===== src/rtl/lcd_controller.sv =====
// rtl/lcd_controller.sv - HD44780 4-bit character-write driver with power-on init sequencer
// Steps 0-11 form the init list, steps 12-15 one character write (address byte, data byte).
module lcd_controller #(
  parameter int T_POWERUP = 750000,
  parameter int T_INIT1   = 205000,
  parameter int T_INIT2   = 5000,
  parameter int T_CMD     = 2000,
  parameter int T_CLEAR   = 82000,
  parameter int T_NIB_GAP = 50,
  parameter int T_E_SETUP = 2,
  parameter int T_E_HIGH  = 12
) (
  input  logic       clk,
  input  logic       reset,
  input  logic       writeEnable,
  input  logic [4:0] location,
  input  logic [7:0] data,
  output logic [3:0] SF_D,
  output logic       LCD_E,
  output logic       LCD_RS,
  output logic       LCD_RW,
  output logic       busy
);

  localparam int CW = $clog2(T_POWERUP + T_INIT1 + T_INIT2 + T_CMD + T_CLEAR +
                             T_NIB_GAP + T_E_SETUP + T_E_HIGH + 1);

  typedef enum logic [2:0] {
    ST_POWERUP,
    ST_SETUP,
    ST_EHIGH,
    ST_WAIT,
    ST_IDLE
  } state_t;

  state_t        state_q, state_d;
  logic [CW-1:0] cnt_q, cnt_d, limit;
  logic          done;
  logic [3:0]    step_q, step_d;
  logic [4:0]    loc_q, loc_d;
  logic [7:0]    dat_q, dat_d;
  logic [3:0]    sf_d_q, sf_d_d;
  logic          rs_q, rs_d;

  // Returns {rs, nibble} for a sequencer step.
  function automatic logic [4:0] nibble_for(input logic [3:0] step, input logic [4:0] loc,
                                            input logic [7:0] dat);
    logic [7:0] addr;
    addr = {1'b1, loc[4], 2'b00, loc[3:0]};
    case (step)
      4'd0, 4'd1, 4'd2: nibble_for = {1'b0, 4'h3};
      4'd3, 4'd4:       nibble_for = {1'b0, 4'h2};
      4'd5:             nibble_for = {1'b0, 4'h8};
      4'd6, 4'd8, 4'd10: nibble_for = {1'b0, 4'h0};
      4'd7:             nibble_for = {1'b0, 4'h6};
      4'd9:             nibble_for = {1'b0, 4'hC};
      4'd11:            nibble_for = {1'b0, 4'h1};
      4'd12:            nibble_for = {1'b0, addr[7:4]};
      4'd13:            nibble_for = {1'b0, addr[3:0]};
      4'd14:            nibble_for = {1'b1, dat[7:4]};
      default:          nibble_for = {1'b1, dat[3:0]};
    endcase
  endfunction

  // Wait that follows the strobe of a given step.
  function automatic logic [CW-1:0] wait_for(input logic [3:0] step);
    case (step)
      4'd0:                                   wait_for = CW'(T_INIT1);
      4'd1:                                   wait_for = CW'(T_INIT2);
      4'd11:                                  wait_for = CW'(T_CLEAR);
      4'd4, 4'd6, 4'd8, 4'd10, 4'd12, 4'd14: wait_for = CW'(T_NIB_GAP);
      default:                                wait_for = CW'(T_CMD);
    endcase
  endfunction

  always_ff @(posedge clk) begin
    if (reset) begin
      state_q <= ST_POWERUP;
      cnt_q   <= '0;
      step_q  <= '0;
      loc_q   <= '0;
      dat_q   <= '0;
      sf_d_q  <= '0;
      rs_q    <= 1'b0;
    end else begin
      state_q <= state_d;
      cnt_q   <= cnt_d;
      step_q  <= step_d;
      loc_q   <= loc_d;
      dat_q   <= dat_d;
      sf_d_q  <= sf_d_d;
      rs_q    <= rs_d;
    end
  end

  always_comb begin
    limit = '0;
    case (state_q)
      ST_POWERUP: limit = CW'(T_POWERUP);
      ST_SETUP:   limit = CW'(T_E_SETUP);
      ST_EHIGH:   limit = CW'(T_E_HIGH);
      ST_WAIT:    limit = wait_for(step_q);
      default:    limit = '0;
    endcase
    done = (cnt_q == limit - 1'b1);
  end

  always_comb begin
    state_d = state_q;
    cnt_d   = cnt_q + 1'b1;
    step_d  = step_q;
    loc_d   = loc_q;
    dat_d   = dat_q;
    sf_d_d  = sf_d_q;
    rs_d    = rs_q;
    case (state_q)
      ST_POWERUP: begin
        if (done) begin
          state_d          = ST_SETUP;
          cnt_d            = '0;
          step_d           = 4'd0;
          {rs_d, sf_d_d}   = nibble_for(4'd0, loc_q, dat_q);
        end
      end
      ST_SETUP: begin
        if (done) begin
          state_d = ST_EHIGH;
          cnt_d   = '0;
        end
      end
      ST_EHIGH: begin
        if (done) begin
          state_d = ST_WAIT;
          cnt_d   = '0;
        end
      end
      ST_WAIT: begin
        if (done) begin
          cnt_d = '0;
          if (step_q == 4'd11 || step_q == 4'd15) begin
            state_d = ST_IDLE;
          end else begin
            state_d        = ST_SETUP;
            step_d         = step_q + 4'd1;
            {rs_d, sf_d_d} = nibble_for(step_q + 4'd1, loc_q, dat_q);
          end
        end
      end
      ST_IDLE: begin
        cnt_d = '0;
        if (writeEnable) begin
          state_d        = ST_SETUP;
          step_d         = 4'd12;
          loc_d          = location;
          dat_d          = data;
          {rs_d, sf_d_d} = nibble_for(4'd12, location, data);
        end
      end
      default: begin
        state_d = ST_POWERUP;
        cnt_d   = '0;
      end
    endcase
  end

  always_comb begin
    SF_D   = sf_d_q;
    LCD_RS = rs_q;
    LCD_E  = (state_q == ST_EHIGH);
    LCD_RW = 1'b0;
    busy   = (state_q != ST_IDLE);
  end

endmodule


===== config.mk =====
export PLATFORM = sky130hd
export DESIGN_NAME = lcd_controller
export DESIGN_NICKNAME = d
export VERILOG_FILES = /design/src/rtl/lcd_controller.sv
export SDC_FILE = /design/constraint.sdc
export NUM_CORES = 1
export LEC_CHECK = 0
export ABC_AREA = 1
export CAP_MARGIN = 20
export CORE_AREA = 4 4 123 125
export CTS_CLUSTER_DIAMETER = 120
export DETAILED_ROUTE_END_ITERATION = 8
export DIE_AREA = 0 0 127 129
export HOLD_SLACK_MARGIN = 0.03
export SLEW_MARGIN = 20
export SYNTH_ARGS = -nofsm -noshare
export SYNTH_HDL_FRONTEND = slang
export SYNTH_SLANG_ARGS = --single-unit

===== constraint.sdc =====
create_clock -name clk -period 3.4 [get_ports clk]
set_input_delay 0.68 -clock clk [delete_from_list [all_inputs] [get_ports clk]]
set_output_delay 0.68 -clock clk [all_outputs]
set_load 0.02 [all_outputs]

* Word level (Yosys, flattened, before mapping)
Memories as Yosys holds them, arrays and structs flattened. A register that Yosys moved wholly into a read port is not among the register bits.
Index checks and enable logic that the tools add are counted.
** Word-level totals
- Bits in registers :: 45
- Memory bits (read-only) :: 224
- Input port bits :: 16
- Output and inout bits :: 8
- Logic and storage cells :: 78
- Memories :: 1
** Memory list
- (name not given) :: depth 16, bits a word 14, rd ports 1, clocked after memory_dff 1, wr ports 0, line 67 : case (step)
** Operators by class
- Add/subtract/negate cells :: 3
- Equal/unequal tests :: 28
- Muxes and demuxes :: 26
- Bitwise logic cells :: 1
- Reduce and logical (&&, ||, !) cells :: 12
** Operators by type and width (number)
- case mux 20 bit (4 select lines) :: 1
- case mux 5 bit (10 select lines) :: 1
- 2-to-1 mux 4 bit :: 10
- == test 4 bit (second input constant) :: 9
- case mux 4 bit (3 select lines) :: 2
- adder 20 x 1 -> 20 bit (second input constant) :: 1
- == test 20 bit :: 1
- subtractor 20 x 1 -> 20 bit (second input constant) :: 1
- 2-to-1 mux 3 bit :: 6
- == test 4 x 3 -> 1 bit (second input constant) :: 4
- case mux 3 bit (5 select lines) :: 1
- != test 2 bit (second input constant) :: 5
- AND reduction 5 bit :: 2
- OR reduction 3 bit :: 3
- == test 4 x 2 -> 1 bit (second input constant) :: 2
- == test 3 x 2 -> 1 bit (second input constant) :: 2
- adder 4 x 1 -> 4 bit (second input constant) :: 1
- == test 4 x 1 -> 1 bit (second input constant) :: 1
- zero test 4 bit :: 1
- 2-to-1 mux 1 bit :: 4
- OR reduction 4 bit :: 1
- == test 3 x 1 -> 1 bit (second input constant) :: 1
- == test 3 bit (second input constant) :: 1
- zero test 3 bit :: 1
- 8 further kinds :: 8

* Longest topological paths before layout
- Word-level depth :: 8
- Mapped depth :: 24

* Least setup slack after synthesis
OpenSTA, ideal clock, no wires.
- Path kind :: register to register
- Start :: reg state_q[2]
- End :: reg (tool-made name)
- Data arrival time :: 2746 ps
- Data required time :: 3284 ps
- Slack :: 538 ps
- Stages on the path, launching flop included :: 22
- Path buffers :: 1
- Clock period less this slack :: 2862 ps
- Path through :: dfxtp_1 > inv_2 > buf_2 > nand2_1 > nor2_1 > inv_1 > ha_1 > o21ai_0 > a21oi_1 > nand3_1 > nor2_1 > nand2_1 > nor2_1 > nand3_1 > nor2_2 > nand3_2 > nand2_4 > nand3_1 > nand3_2 > nand2_1 > nor2_1 > nor2_1
** RTL lines
- start, declared :: line 36 : state_t state_q, state_d;
- start signal, assigned :: line 86 : state_q <= state_d;

==> impl_metrics.yaml <==
placed_design:
  place.gp.congestion: 0.8919
  placed_area_um2: 3880
  dp.cells: 730
  port_buffers: 22
  dp_hpwl_um: 6506
  place_ws_ns: 0.3162
cells_and_area:
  diodes: 0
  drive_above_1_share_pct: 8.214
  design_area_um2: 4066
  mostFrequentLayoutCells: "133 x nand2_1, 78 x inv_1, 56 x dfxtp_1"
  syn2layout_area_growth_pct: 16.82
  final_common_cell: "nand2_1"
  final_cells: 740
  final_nets: 581
worst_setup_path:
  cp-end-kind: "flop"
  worst_ep_arrival_time_ns: 3.32
  r2r_slack_ns: 0.32
  path_common_cell: "nand3_1"
  timing.rr.start: "state_q[1]$_SDFFE_PP0P_"
  cp_max_fo: 7
  cp_slowest_cell: "dfxtp_1"
  critPathBufInv: 1
  cp_slowest_stage_delay_ns: 0.51
  start_kind: "flop"
  critPathTopFamily: "simple AND/OR/NAND/NOR gates"
  crit_required_ns: 3.64
  crit_type: "flop to flop"
  rr_worst_depth: 20
  crit_chain: "nand4_1 > nand2_1 > inv_1 > ha_1 > nand3b_1 > nand3_1 > nand3_1 > nor2_1 > nand2_1 > nor2_1 > nand3_1 > nor2_2 > nand3_2 > nand2_4 > nand2_4 > nand2_1 > nand3_1 > nor2_1 > nand3_1 > nand2_1"
detailed_routing:
  firstDrtPassIters: 5
  wl_per_cell_um: 11.30
  vias_per_cell: 4.545
  vias: 3363
  drc: 0
  wl_um: 8361
  drt_iter0_markers: 150
  ant_nets: 0
timing:
  fin_hold_ws_ns: 0.4562
  finalSetupTns_ns: 0
  hold_viol: 0
  period_minus_slack_ns: 3.080
  max_freq_ghz: 0.3246
  slew_headroom_pct: 51.79
  setup_violations: 0
  finalWorstSetupSlack_ns: 0.3195
  period_share_pct: 90.60
  tightest_slew_ns: 0.7224
  final_max_slew_viol_count: 0
  rsz0062_at_grt: "no"
  clock_skew_ns: 0.004693
yosys:
  synthCells: 536
  synth.cell_area_um2: 3481
  ys_types: 36
  seq_area_frac_synth_pct: 32.21
  synth_area_leader_cell: "dfxtp_1"
  avgSynthCellArea_um2: 6.494
  ys_warn_count: 0
  yosys-top-cells-area: "dfxtp_1 32%, nand2_1 14%, inv_1 8.4%"
  synth_top_area_share_pct: 32.21
  synth_seq_cells: 56
  syn_nets: 558
pwr:
  ir_drop_mv: 0.1901
  p_per_area_nw_per_um2: 319.4
  leakage_nw: 1.633
clock_network:
  root_buffer: "clkbuf_16"
  htreeDepth: 2
  clk_pin_slew_worst_paths_ns: 0.07
  cts_hold_buf: 0
  ctsResizeCount: 0
  cts_setup_buffers: 0
  cts_buffer_depth: 2
  cts_buffers: 5
  tritoncts: "done"
  clock_latency_ns: 0.29
  numClockSinks: 56
floorplan:
  core_area_um2: 13880
  num_rows: 43
  ios: 24
  start_util_pct: 25.08
  die_h_um: 129
  fp.dieW_um: 127
  die_area_um2: 16380
worst_hold_path:
  hp-start: "dat_q[2]$_SDFFE_PP0P_"
  hold_class: "flop to flop"
  hold_depth: 2
  hold_end: "dat_q[2]$_SDFFE_PP0P_"
global_route:
  grt_max_degree: 26
  grt_first_pass_wirelength_um: 14350
  antenna_found_initial: 0
  grt.overflow.total: 0
  grt_pass1_vias: 3066
  track_usage_pct: 10.40
outcome:
  status: "finished, final reports clean"
job:
  max_cap_viol_count: 0
-- synth_stat cells --
cell         n
nand2_1    133
inv_1       78
dfxtp_1     56
nor2_1      49
nand3_1     48
a21oi_1     29
o21ai_0     26
nand4_1     13
nor3_1      12
nand3_2      9
xor2_1       9
clkbuf_1     7
a31oi_1      6
ha_1         6
nor2_2       6
nor3b_1      6
nand2_2      5
nor4_1       5
buf_6        4
inv_2        4
nand3b_1     4
nor2_4       3
o22ai_1      3
nand2_4      2
o21ai_1      2
a211oi_1     1
a21o_1       1
a22oi_1      1
a311oi_1     1
buf_2        1
buf_4        1
conb_1       1
nand4_2      1
nand4_4      1
o2111ai_1    1
xnor2_1      1
-- how the worst max path moves through the flow --
stage	start	endpoint	cells after the start
2_1_floorplan	state_q[2]$_SDFFE_PP0P_	flop	21
3_3_place_gp	state_q[2]$_SDFFE_PP0P_	flop	22
3_5_place_dp	state_q[2]$_SDFFE_PP0P_	flop	21
4_1_cts	state_q[2]$_SDFFE_PP0P_	flop	21
5_1_grt	state_q[2]$_SDFFE_PP0P_	flop	21
6_report	state_q[1]$_SDFFE_PP0P_	flop	20
-- power by group --
part | internal (mW) | switching, mW
registers | 0.658 | 0.00311
logic | 0.0219 | 0.0186
clock network | 0.352 | 0.245
-- routing by layer --
metal / up-vias / GRT usage, % / share of wire (%)
met5: - / 0 / 0
met4: 0 / 2.902 / 1.2
met3: 7 / 1.370 / 3.4
met2: 68 / 16.84 / 44
met1: 1502 / 14.55 / 51
li1: 1786 / - / -
-- metrics by stage --
step / utilization, % / total power, mW
4_1_cts: 29.19 / 1.323
3_5_place_dp: 27.95 / 0.7178
6_report: 29.30 / 1.299
5_1_grt: 29.30 / 1.357
3_3_place_gp: 27.95 / 0.7178
2_1_floorplan: - / 0.6934
-- layout make-up --
type	instances	area, um2
clock buffers	5	125.1
clock inverters	3	46.29
fillers	1557	9814
inverters	82	307.8
multi-input cells	385	1968
flip-flops and latches	56	1121
well taps	180	225.2
repair buffers	29	272.8
-- worst min-delay path, stage by stage (launching register included) --
cell and delay [ns]:
dfxtp_1 0.30, inv_1 0.06, a21oi_1 0.05
-- cells by family (layout without fill, tap and decap cells) --
kind of cell | count (synthesis) | after routing | synth area share [%]
simple gates | 297 | 297 | 40.80
buf+inv | 95 | 119 | 11.25
compound gates | 71 | 71 | 10.96
flops | 56 | 56 | 32.21
xor+xnor | 10 | 10 | 2.516
fa+ha+maj | 6 | 6 | 2.157
other cells | 1 | 1 | 0.1077
Note: power is estimated with default switching activity, not from simulation.
